==> src/rtl/underflow_protection_if.sv <==
// Operand/result stream bundle for the saturating subtractor.
// Master drives operands and out_ready; slave (the subtractor) drives in_ready and results.
interface underflow_protection_if #(
    parameter int WIDTH = 8
);
    logic             in_valid;
    logic             in_ready;
    logic [WIDTH-1:0] in1;
    logic [WIDTH-1:0] in2;
    logic [WIDTH-1:0] floor;
    logic             out_valid;
    logic             out_ready;
    logic [WIDTH-1:0] out;
    logic             out_uf;

    modport master (
        output in_valid, in1, in2, floor, out_ready,
        input  in_ready, out_valid, out, out_uf
    );

    modport slave (
        input  in_valid, in1, in2, floor, out_ready,
        output in_ready, out_valid, out, out_uf
    );
endinterface

==> src/rtl/underflow_protection.sv <==
// Saturating subtractor out = in1 - in2 clamped at 0 (or at bus.floor with UNDERFLOW_FLOOR_EN), plus sticky flag/event counter.
// Latency 2 cycles, throughput 1/cycle.
// Backpressure: whole pipe stalls while out_valid & !out_ready; in_ready = !v2 | out_ready.
module underflow_protection #(
    parameter int WIDTH     = 8,
    parameter int CNT_WIDTH = 16
) (
    input  logic                 clk,
    input  logic                 rst,
    underflow_protection_if.slave bus,
    input  logic                 uf_clr,
    output logic                 uf_sticky,
    output logic [CNT_WIDTH-1:0] uf_count
);

    logic                 adv;
    logic                 below;
    logic [WIDTH-1:0]     clamp_val;
    logic                 uf_hs;

    logic                 v1_q, v1_d;
    logic                 borrow_q, borrow_d;
    logic [WIDTH-1:0]     diff_q, diff_d;
    logic                 v2_q, v2_d;
    logic [WIDTH-1:0]     out_q, out_d;
    logic                 out_uf_q, out_uf_d;
    logic                 sticky_q, sticky_d;
    logic [CNT_WIDTH-1:0] count_q, count_d;

`ifdef UNDERFLOW_FLOOR_EN
    logic [WIDTH-1:0]     floor_q, floor_d;

    always_comb begin
        floor_d   = adv ? bus.floor : floor_q;
        below     = borrow_q || (diff_q < floor_q);
        clamp_val = floor_q;
    end

    always_ff @(posedge clk) begin
        if (rst) floor_q <= '0;
        else     floor_q <= floor_d;
    end
`else
    // Floor is fixed at zero; the port is only folded into an unused net.
    logic unused_floor;
    assign unused_floor = ^bus.floor;

    always_comb begin
        below     = borrow_q;
        clamp_val = '0;
    end
`endif

    always_comb begin
        adv      = !v2_q || bus.out_ready;
        v1_d     = v1_q;
        borrow_d = borrow_q;
        diff_d   = diff_q;
        v2_d     = v2_q;
        out_d    = out_q;
        out_uf_d = out_uf_q;
        if (adv) begin
            v1_d               = bus.in_valid;
            {borrow_d, diff_d} = {1'b0, bus.in1} - {1'b0, bus.in2};
            v2_d               = v1_q;
            out_d              = below ? clamp_val : diff_q;
            out_uf_d           = below;
        end
    end

    // Clear wins for the flag, but an underflow retired in the same cycle is still counted.
    always_comb begin
        uf_hs    = v2_q && bus.out_ready && out_uf_q;
        sticky_d = sticky_q;
        count_d  = count_q;
        if (uf_clr) begin
            sticky_d = 1'b0;
            count_d  = uf_hs ? CNT_WIDTH'(1) : '0;
        end else if (uf_hs) begin
            sticky_d = 1'b1;
            if (!(&count_q)) count_d = count_q + 1'b1;
        end
    end

    always_ff @(posedge clk) begin
        if (rst) begin
            v1_q     <= 1'b0;
            borrow_q <= 1'b0;
            diff_q   <= '0;
            v2_q     <= 1'b0;
            out_q    <= '0;
            out_uf_q <= 1'b0;
            sticky_q <= 1'b0;
            count_q  <= '0;
        end else begin
            v1_q     <= v1_d;
            borrow_q <= borrow_d;
            diff_q   <= diff_d;
            v2_q     <= v2_d;
            out_q    <= out_d;
            out_uf_q <= out_uf_d;
            sticky_q <= sticky_d;
            count_q  <= count_d;
        end
    end

    assign bus.in_ready  = adv;
    assign bus.out_valid = v2_q;
    assign bus.out       = out_q;
    assign bus.out_uf    = out_uf_q;
    assign uf_sticky     = sticky_q;
    assign uf_count      = count_q;

endmodule

==> src/flat_wrapper.sv <==
// flat-port wrapper written by rule: the top's interface ports become plain ports
module underflow_protection_flat 
#(
    parameter int WIDTH     = 8,
    parameter int CNT_WIDTH = 16
)
  (clk, rst, uf_clr, uf_sticky, uf_count, bus_in_valid, bus_in1, bus_in2, bus_floor, bus_out_ready, bus_in_ready, bus_out_valid, bus_out, bus_out_uf);
  underflow_protection_if #(.WIDTH(WIDTH)) bus_i ();
  input  logic clk;
  input  logic rst;
  input  logic uf_clr;
  output logic uf_sticky;
  output logic [CNT_WIDTH-1:0] uf_count;
  input wire logic [$bits(bus_i.in_valid)-1:0] bus_in_valid;
  input wire logic [$bits(bus_i.in1)-1:0] bus_in1;
  input wire logic [$bits(bus_i.in2)-1:0] bus_in2;
  input wire logic [$bits(bus_i.floor)-1:0] bus_floor;
  input wire logic [$bits(bus_i.out_ready)-1:0] bus_out_ready;
  output wire logic [$bits(bus_i.in_ready)-1:0] bus_in_ready;
  output wire logic [$bits(bus_i.out_valid)-1:0] bus_out_valid;
  output wire logic [$bits(bus_i.out)-1:0] bus_out;
  output wire logic [$bits(bus_i.out_uf)-1:0] bus_out_uf;
  assign bus_i.in_valid = bus_in_valid;
  assign bus_i.in1 = bus_in1;
  assign bus_i.in2 = bus_in2;
  assign bus_i.floor = bus_floor;
  assign bus_i.out_ready = bus_out_ready;
  assign bus_in_ready = bus_i.in_ready;
  assign bus_out_valid = bus_i.out_valid;
  assign bus_out = bus_i.out;
  assign bus_out_uf = bus_i.out_uf;
  underflow_protection #(.WIDTH(WIDTH), .CNT_WIDTH(CNT_WIDTH)) u_core (.clk(clk), .rst(rst), .bus(bus_i), .uf_clr(uf_clr), .uf_sticky(uf_sticky), .uf_count(uf_count));
endmodule
==> config.mk <==
export PLATFORM = sky130hd
export DESIGN_NAME = underflow_protection_flat
export DESIGN_NICKNAME = d
export VERILOG_FILES = /design/src/rtl/underflow_protection_if.sv /design/src/rtl/underflow_protection.sv /design/src/flat_wrapper.sv
export SDC_FILE = /design/constraint.sdc
export NUM_CORES = 1
export LEC_CHECK = 0
export CAP_MARGIN = 20
export CORE_UTILIZATION = 52
export CTS_BUF_LIST = sky130_fd_sc_hd__clkbuf_8
export CTS_CLUSTER_SIZE = 25
export DETAILED_ROUTE_END_ITERATION = 16
export GPL_ROUTABILITY_DRIVEN = 0
export GPL_TIMING_DRIVEN = 0
export PLACE_DENSITY = 0.84
export SLEW_MARGIN = 20
export SYNTH_ARGS = -nofsm -noshare
export SYNTH_HDL_FRONTEND = slang
export SYNTH_SLANG_ARGS = --single-unit
==> constraint.sdc <==
create_clock -name clk -period 3.7 [get_ports clk]
set_clock_uncertainty 0.1 [all_clocks]
set_input_delay 1.11 -clock clk [delete_from_list [all_inputs] [get_ports clk]]
set_output_delay 1.11 -clock clk [all_outputs]
set_load 0.01 [all_outputs]
After elaboration in Yosys (flattened, before gate mapping)

Index checks and enable logic that the tools add are counted.

Register bits after elaboration: 37
Word-level logic and storage cells: 24
Output and inout bits: 28
Input port bits: 29

Multiplexer cells: 5
Add/subtract/negate cells: 2
Equality and inequality tests: 1
Reductions and logical operators: 8

Operators by type and width:

| kind                                                             | count |
|---|---|
| 16-bit 2-to-1 mux                                                | 3 |
| 16-bit by 1-bit adder with 16-bit output (second input constant) | 1 |
| 16-bit AND reduction                                             | 1 |
| 8-bit by 8-bit subtractor with 9-bit output                      | 1 |
| 8-bit 2-to-1 mux                                                 | 1 |
| 1-bit logical AND                                                | 2 |
| 2-bit inequality test (second input constant)                    | 1 |
| 2-bit AND reduction                                              | 1 |
| 2-bit nonzero test                                               | 1 |
| 2-bit OR reduction                                               | 1 |
| 1-bit zero test                                                  | 1 |
| 1-bit logical OR                                                 | 1 |
| 1-bit 2-to-1 mux                                                 | 1 |

Logic depth before layout (Yosys ltp)

Gate-level depths: netlist of run 1.

Word-level depth: 4
Mapped depth: 8
Depth with buffers taken out: 8

Worst setup path after synthesis of run 1

No wires, ideal clock.

Path kind: input to output
Start: input port bus_out_ready
End: output port bus_in_ready
Buffers on the path: 1
Data arrival time: 1.647 ns
Stages: 3
Slack: 0.843 ns
Cell sequence: nor2b_1 clkinv_1 clkbuf_1

Cells in the longest elaborated chain, start to end: 1

RTL lines:

| what             | line                       | text |
|---|---|---|
| from (decl)      | flat_wrapper.sv:18         | `input wire logic [$bits(bus_i.out_ready)-1:0] bus_out_ready;` |
| 1-bit logical OR | underflow_protection.sv:55 | `adv = !v2_q \|\| bus.out_ready;` |
| to (decl)        | flat_wrapper.sv:19         | `output wire logic [$bits(bus_i.in_ready)-1:0] bus_in_ready;` |

No other way between the ends.

Worst setup path after layout of run 1

Same ends and word-level chain as after synthesis.

==> results of run 1 <==
worst min path at each step:
| stage | from | end | slack [ps] | depth (start not counted) |
|---|---|---|---|---|
| 2_1_floorplan | u_core.v1_q | u_core.v1_q | 330 | 2 |
| 3_5_place_dp | u_core.bus.out[3] | u_core.bus.out[3] | 350 | 2 |
| 3_3_place_gp | u_core.v1_q | u_core.v1_q | 340 | 2 |
| 4_1_cts | u_core.v1_q | u_core.v1_q | 360 | 2 |
| 6_report | u_core.v1_q | u_core.v1_q | 350 | 2 |
| 5_1_grt | u_core.bus.out_uf | u_core.bus.out_uf | 380 | 2 |
synth_stat cells (2+ instances only):
| master | count | share of area |
|---|---|---|
| dfxtp_1 | 37 | 0.38 |
| nor2_1 | 27 | 0.052 |
| nand2_1 | 19 | 0.037 |
| a21oi_1 | 16 | 0.041 |
| inv_1 | 12 | 0.023 |
| ha_1 | 9 | 0.058 |
| nand3_1 | 9 | 0.023 |
| clkbuf_1 | 8 | 0.016 |
| nand3b_1 | 8 | 0.031 |
| xor2_1 | 7 | 0.032 |
| nor4b_1 | 6 | 0.027 |
| o21ai_0 | 6 | 0.016 |
| nand4_1 | 5 | 0.016 |
| a211oi_1 | 4 | 0.016 |
| nor2b_1 | 4 | 0.013 |
| nor3_1 | 4 | 0.010 |
| o2111ai_1 | 4 | 0.018 |
| or4_1 | 4 | 0.016 |
| xnor2_1 | 4 | 0.018 |
| and3_1 | 3 | 0.0097 |
| a31oi_1 | 2 | 0.0065 |
| and2_1 | 2 | 0.0065 |
| and4_1 | 2 | 0.0091 |
| buf_6 | 2 | 0.012 |
| mux2i_1 | 2 | 0.010 |
| o21a_1 | 2 | 0.0078 |
| o31a_1 | 2 | 0.0091 |
metrics by stage:
stage	total power [W]	cells	cell area (um2)
after floorplan	0.000514	228	1930
after global routing	0.000968	329	2580
final	0.000930	329	2580
after global placement	0.000568	321	2460
after detailed placement	0.000570	321	2460
after CTS	0.000935	329	2580
cell type report:
cell class | instances | area share
inverter | 13 | 0.0194
sequential | 37 | 0.287
multi-input combinational | 167 | 0.417
clock inverter | 2 | 0.0145
tap | 46 | 0.0223
buffer | 10 | 0.0237
clock buffer | 6 | 0.0319
timing repair buffer | 48 | 0.185
kinds of logic (layout without fill, tap and decap cells):
group           after synthesis  in the layout  synth area share
flops                        37             37             0.383
compound gates               44             44             0.148
buf+inv                      24             79            0.0589
xor+xnor                     11             11            0.0499
simple gates                100            100             0.280
mux                           2              2            0.0104
fa+ha+maj                    10             10            0.0687
placed cells by master, fill, tap and decap left out, types with 2 or more instances in the layout:
cell type	Yosys	routed
nand3b_1	8	8
nor2b_1	4	4
a21oi_1	16	16
buf_6	2	2
nor2_1	27	27
nor3_1	4	4
xor2_1	7	7
nand4_1	5	5
o21ai_0	6	6
clkdlybuf4s50_1	0	47
nand3_1	9	9
o31a_1	2	2
and3_1	3	3
o2111ai_1	4	4
inv_1	12	12
nor4b_1	6	6
or4_1	4	4
mux2i_1	2	2
o21a_1	2	2
a31oi_1	2	2
and2_1	2	2
nand2_1	19	19
a211oi_1	4	4
xnor2_1	4	4
clkbuf_8	0	6
dfxtp_1	37	37
clkbuf_1	8	7
and4_1	2	2
ha_1	9	9
flip-flops by register name (all words and copies together), names as in the netlist:
| signal | cells |
|---|---|
| u_core.bus.out_valid | 1 |
| u_core.below | 1 |
| u_core.diff_q | 8 |
| u_core.uf_sticky | 1 |
| u_core.v1_q | 1 |
| u_core.bus.out_uf | 1 |
| u_core.bus.out | 8 |
| u_core.uf_count | 16 |
power by group through the flow:
stage / Sequential (W) / Clock [W] / Combinational, W
global route: 0.000433 / 0.000387 / 0.000148
floorplan: 0.000440 / 0 / 0.0000747
finish: 0.000431 / 0.000367 / 0.000132
CTS: 0.000431 / 0.000372 / 0.000132
global placement: 0.000439 / 0 / 0.000129
detailed placement: 0.000439 / 0 / 0.000130
repair_timing:
action / 4_1_cts / 5_1_grt
buffers inserted: 1 / 0
setup endpoints to repair: 1 / 0
resized for setup: 1 / 0
routing by layer:
metal,routed length (um),vias up,track usage
met5,0,-,0
met4,101,0,0.110
met3,217,10,0.0620
met2,2100,54,0.434
met1,1910,876,0.281
li1,-,923,-
critical path, delay by kind of cell:
| kind | cells | cell delay, ps |
|---|---|---|
| buffers and inverters | 3 | 990 |
| AND/OR/NAND/NOR | 1 | 190 |
==> out/summary.log, run 1 <==
qor: clock_tree.clk_latency 300 ps
qor: global_route.grt_pass1_vias 1772
qor: logic_synthesis.yosysSeqAreaShare 0.383
qor: route.drcViolationCount 0
qor: clock_tree.clock_buffer_count_from_cts 5
qor: logic_synthesis.postSynth.topFlopCell dfxtp_1
qor: global_route.global_route.overflow_total 0
qor: global_route.antenna_violations_before_repair 0
qor: timing.layout_setup_ws 190 ps
qor: floorplan.die-area 3960 um2
qor: worst_hold_path.timing.hold.worst.class flip-flop to flip-flop
qor: power_and_ir_drop.seq_power_share 0.463
qor: timing.rsz_0062_raised_after_global_routing no
qor: clock_tree.max-clock-path-buffers 2
qor: logic_synthesis.avgSynthCellArea 8.47 um2
qor: floorplan.floorplan.die.width 63.0 um
qor: run.cap_violations 0
qor: timing.maxClockFrequency 285 MHz
qor: layout.share_of_cells_above_drive_strength_1 0.0565
qor: floorplan.floorplan.rows 21
qor: route.detail_route.iter0.violations 115
qor: worst_setup_path.reg2reg_to u_core.uf_count[5]
qor: logic_synthesis.yosys_warnings 0
qor: timing.hold_viol_final 0
qor: layout.ff_latch_area 741 um2
qor: timing.relSlewSlack 0.681
qor: timing.fin_hold_ws 355 ps
qor: power_and_ir_drop.power.clock.fraction 0.395
qor: worst_setup_path.worstSetupStartpoint bus_out_ready
qor: layout.num_antenna_cells 0
qor: worst_setup_path.worstSetupStartpointType input port
qor: floorplan.die-height 63.0 um
qor: power_and_ir_drop.total_switching_power 0.000223 W
qor: worst_setup_path.r2r_slack 1660 ps
qor: logic_synthesis.synth_nets 267
qor: run_status.status finished, final reports clean
qor: worst_setup_path.critPathCapture bus_in_ready
qor: route.route.vias.total 1863
qor: placement.pre_cts_slack -334 ps
qor: route.vias_per_cell 5.66
qor: worst_setup_path.data_required_time_of_the_worst_path 2490 ps
qor: worst_setup_path.crit_chain clkdlybuf4s50_1 -> nor2b_1 -> clkinv_2 -> clkdlybuf4s50_1
qor: clock_tree.tritoncts built
qor: layout.area_growth 33.8%
qor: global_route.grt_util_all_layers 0.248
qor: layout.footprint_of_the_multi_input_gates 1080 um2
qor: logic_synthesis.yosys_register_bits 37
qor: global_route.wire_length_of_the_first_global_routing_pass 7760 um
qor: clock_tree.cts-hold-fix-buffers 0
qor: route.routed_wire_length_per_instance 13.2 um
qor: worst_setup_path.slowest_delay 480 ps
qor: logic_synthesis.netlist-cell-type-count 45
qor: logic_synthesis.synth-edff-count 0
qor: timing.layout_min_cycle_time 3510 ps
qor: floorplan.initial_utilization 0.561
qor: floorplan.core_area 3440 um2
qor: logic_synthesis.cell_count_after_synthesis 228
qor: clock_tree.htree_levels 2
qor: worst_setup_path.path_max_fanout 2
qor: layout.layout.filler_cells 262
qor: layout.final_util 0.751
qor: timing.finalSetupViolations 0
qor: route.totalWireLength 4330 um
qor: clock_tree.clock_pin_transition_on_the_worst_setup_and_hold_timing_paths 80 ps
qor: placement.place.detailed.hpwl 3080 um
qor: worst_setup_path.setup.worst_path.class input port to primary output
qor: worst_setup_path.worstRegToRegCells 7
qor: worst_setup_path.reg2reg_from u_core.uf_count[0]
qor: worst_setup_path.cp-end-kind primary output
qor: logic_synthesis.postSynth.asyncResetShare 0
qor: power_and_ir_drop.vdd.ir_drop.worst 274 uV
qor: power_and_ir_drop.cellInternalPower 0.000707 W
qor: route.detailed_routing_iteration_count_for_the_pre_antenna_repair_pass 4
qor: route.drtAntennaViolNets 0
qor: worst_setup_path.path_common_cell clkdlybuf4s50_1
qor: floorplan.design.portCount 57
qor: clock_tree.clk_root_buffer_cell clkbuf_8
qor: timing.tns 0 ps
qor: logic_synthesis.synth_area 1930 um2
qor: global_route.grt_max_degree 17
qor: timing.period_utilization_post_route 0.949
qor: worst_setup_path.cp_max_stage_cell clkdlybuf4s50_1
qor: power_and_ir_drop.comb_power_share 0.142
qor: power_and_ir_drop.power.static_leakage 0.977 nW
qor: timing.tightest_slew 479 ps
qor: power_and_ir_drop.switching_share 0.239
qor: worst_setup_path.cp_data_arrival_time 2300 ps
qor: placement.port_buffers 47
qor: power_and_ir_drop.power.density 360 nW/um2
qor: timing.slew_violations 0
qor: clock_tree.cts_sinks 37
qor: layout.final_nets 321
Power figures use the tool's default switching activity.
==> run 2, diff against run 1 <==
- CORE_MARGIN: unset -> 2
==> out/summary.log, run 2 (synthesis gave the netlist of run 1 again) <==
qor: worst_setup_path.worstRegToRegCells 7 [unchanged]
qor: clock_tree.cts-hold-fix-buffers 0 [unchanged]
qor: power_and_ir_drop.power.density 326 nW/um2 [-9.3%]
qor: route.dr.max_layer_used met4
qor: clock_tree.clock_buffer_count_from_cts 5 [unchanged]
qor: worst_setup_path.path_common_cell clkdlybuf4s50_1
qor: layout.most_common_cell_after_layout_fill_and_taps_aside clkdlybuf4s50_1
qor: route.drcViolationCount 0 [unchanged]
qor: worst_setup_path.setup.worst_path.class input port to primary output
qor: global_route.grt_pass1_vias 1723 [-2.8%]
qor: worst_hold_path.timing.hold.worst.class flip-flop to flip-flop
qor: worst_setup_path.critical_path.n_buffers_inverters 3 [unchanged]
qor: route.drtAntennaViolNets 0 [unchanged]
qor: layout.layout.filler_cells 285 [+8.8%]
qor: worst_setup_path.kind_of_cell_with_the_highest_combined_delay_on_the_critical_path buffers and inverters
qor: run_status.status finished, final reports clean
qor: worst_setup_path.cp_max_stage_cell clkdlybuf4s50_1
qor: worst_setup_path.worstSetupStartpointType input port
qor: floorplan.initial_utilization 0.536 [-0.0255]
qor: worst_hold_path.timing.hold.worst_endpoint u_core.v1_q
qor: layout.finalInstanceArea 2550 um2 [-1.4%]
qor: worst_setup_path.data_required_time_of_the_worst_path 2490 ps [about the same]
qor: timing.layout_min_cycle_time 3520 ps [+13.0 ps]
qor: timing.finalSetupViolations 0 [unchanged]
qor: power_and_ir_drop.vdd.ir_drop.worst 220 uV [-20%]
qor: layout.num_antenna_cells 0 [unchanged]
qor: clock_tree.clock_pin_transition_on_the_worst_setup_and_hold_timing_paths 70 ps [about the same]
qor: timing.period_utilization_post_route 0.952 [+0.00352]
qor: timing.relSlewSlack 0.664 [-0.0167]
qor: timing.rsz_0062_raised_after_global_routing no
qor: layout.mostFrequentLayoutCells clkdlybuf4s50_1 (47), dfxtp_1 (37), nor2_1 (27), nand2_1 (19), a21oi_1 (16)
qor: timing.maxClockFrequency 284 MHz [-0.37%]
qor: clock_tree.cts_sinks 37 [unchanged]
qor: floorplan.die-area 4220 um2 [+6.5%]
qor: route.route.vias.total 1822 [-2.2%]
qor: worst_setup_path.slowest_delay 480 ps [about the same]
qor: timing.tightest_slew 504 ps [+25.0 ps]
qor: route.wl_met3 208 um [-4.1%]
qor: route.met2WireLength 2010 um [-4.2%]
qor: worst_hold_path.hold_path_depth 2 [unchanged]
qor: global_route.grt_util_all_layers 0.227 [-0.0214]
qor: global_route.antenna_violations_before_repair 0 [unchanged]
qor: global_route.grt_max_degree 17 [unchanged]
qor: clock_tree.clk_latency 290 ps [about the same]
qor: worst_setup_path.r2r_slack 1660 ps [about the same]
qor: route.totalWireLength 4270 um [-1.5%]
qor: route.detail_route.iter0.violations 140 [+22%]
qor: timing.hold_viol_final 0 [unchanged]
qor: clock_tree.tritoncts built
qor: worst_hold_path.hold_path_startpoint u_core.v1_q
qor: worst_setup_path.path_max_fanout 2 [unchanged]
qor: floorplan.design.portCount 57 [unchanged]
qor: run.cap_violations 0 [unchanged]
qor: worst_setup_path.cp-end-kind primary output
qor: placement.port_buffers 47 [unchanged]
qor: floorplan.floorplan.die.width 65.0 um [+3.2%]
qor: route.vias_per_cell 5.50 [-2.8%]
qor: route.drt-met1-wl 1950 um [+2.1%]
qor: layout.final_cell_count_no_fill 331 [+0.61%]
qor: clock_tree.htree_levels 2 [unchanged]
qor: clock_tree.clk_root_buffer_cell clkbuf_8
qor: global_route.global_route.overflow_total 0 [unchanged]
qor: route.detailed_routing_iteration_count_for_the_pre_antenna_repair_pass 4 [unchanged]
qor: worst_setup_path.reg2reg_from u_core.uf_count[0]
qor: power_and_ir_drop.power.static_leakage 0.969 nW [-0.85%]
qor: placement.place.detailed.hpwl 3170 um [+2.8%]
qor: global_route.wire_length_of_the_first_global_routing_pass 7330 um [-5.5%]
qor: layout.number_of_flip_flops_under_the_largest_register_name 16 [unchanged]
qor: worst_setup_path.crit_chain clkdlybuf4s50_1 -> nor2b_1 -> clkinv_2 -> clkdlybuf4s50_1
qor: clock_tree.max-clock-path-buffers 2 [unchanged]
qor: route.routed_wire_length_per_instance 12.9 um [-2.1%]
qor: layout.share_of_cells_above_drive_strength_1 0.0530 [-0.00353]
qor: timing.slew_violations 0 [unchanged]
qor: layout.area_growth 32.0%
qor: floorplan.core_area 3610 um2 [+4.8%]
qor: placement.numPlacedInstances 323 [+0.62%]
qor: worst_setup_path.cp_data_arrival_time 2310 ps [about the same]
qor: worst_setup_path.reg2reg_to u_core.uf_count[3]
qor: placement.dpl_cell_area 2460 um2 [+0.10%]
qor: floorplan.die-height 65.0 um [+3.2%]
qor: floorplan.floorplan.rows 22 [+4.8%]
qor: layout.final_nets 321 [unchanged]
run 2: power by group:
| part | total [W] | internal, W | switching, W |
|---|---|---|---|
| Clock | 0.000269 | 0.000128 | 0.000141 |
| Sequential | 0.000431 | 0.000418 | 0.0000130 |
| Combinational | 0.000132 | 0.0000706 | 0.0000613 |
| Total | 0.000832 | 0.000616 | 0.000216 |
run 2: worst max-delay path by stage:
stage                   from  cells after the start            to
2_1_floorplan  bus_out_ready                      3  bus_in_ready
3_3_place_gp   bus_out_ready                      5  bus_in_ready
3_5_place_dp   bus_out_ready                      5  bus_in_ready
4_1_cts        bus_out_ready                      4  bus_in_ready
5_1_grt        bus_out_ready                      4  bus_in_ready
6_report       bus_out_ready                      4  bus_in_ready
run 2: area by class of cell:
type	instances	area [um2]	area share
Multi-Input combinational cell	167	1080	0.422
Sequential cell	37	741	0.290
Timing Repair Buffer	48	478	0.187
Clock buffer	5	68.8	0.0270
Buffer	10	61.3	0.0240
Tap cell	48	60.1	0.0236
Inverter	13	50.0	0.0196
Clock inverter	3	13.8	0.00540
run 2: worst register-to-register path: stages, from the launching register on:
cell       delay (ps)
dfxtp_1           400
ha_1              300
nand4_1           140
or3_1             340
buf_6             150
o2111ai_1         230
xor2_1            200
nor2_1             50
run 2: metal layers:
layer	vias to the layer above	track usage
met2	35	0.378
li1	925	-
met5	-	0
met1	852	0.278
met3	10	0.0521
met4	0	0.101
run 2: repair_timing:
| action | 4_1_cts | 5_1_grt |
|---|---|---|
| setup endpoints to repair | 1 | 0 |
| buffers inserted | 1 | 0 |
| gates resized for setup | 1 | 0 |
run 2: stage by stage:
stage / TNS [ps] / util / power [W] / hold WS [ps] / setup slack [ps]
4_1_cts: 0 / 0.707 / 0.000836 / 356 / 159
2_1_floorplan: 0 / - / 0.000514 / 332 / 843
3_3_place_gp: -339 / 0.683 / 0.000567 / 342 / -339
5_1_grt: 0 / 0.707 / 0.000872 / 376 / 92.3
3_5_place_dp: -338 / 0.683 / 0.000571 / 347 / -338
6_report: 0 / 0.707 / 0.000832 / 356 / 177
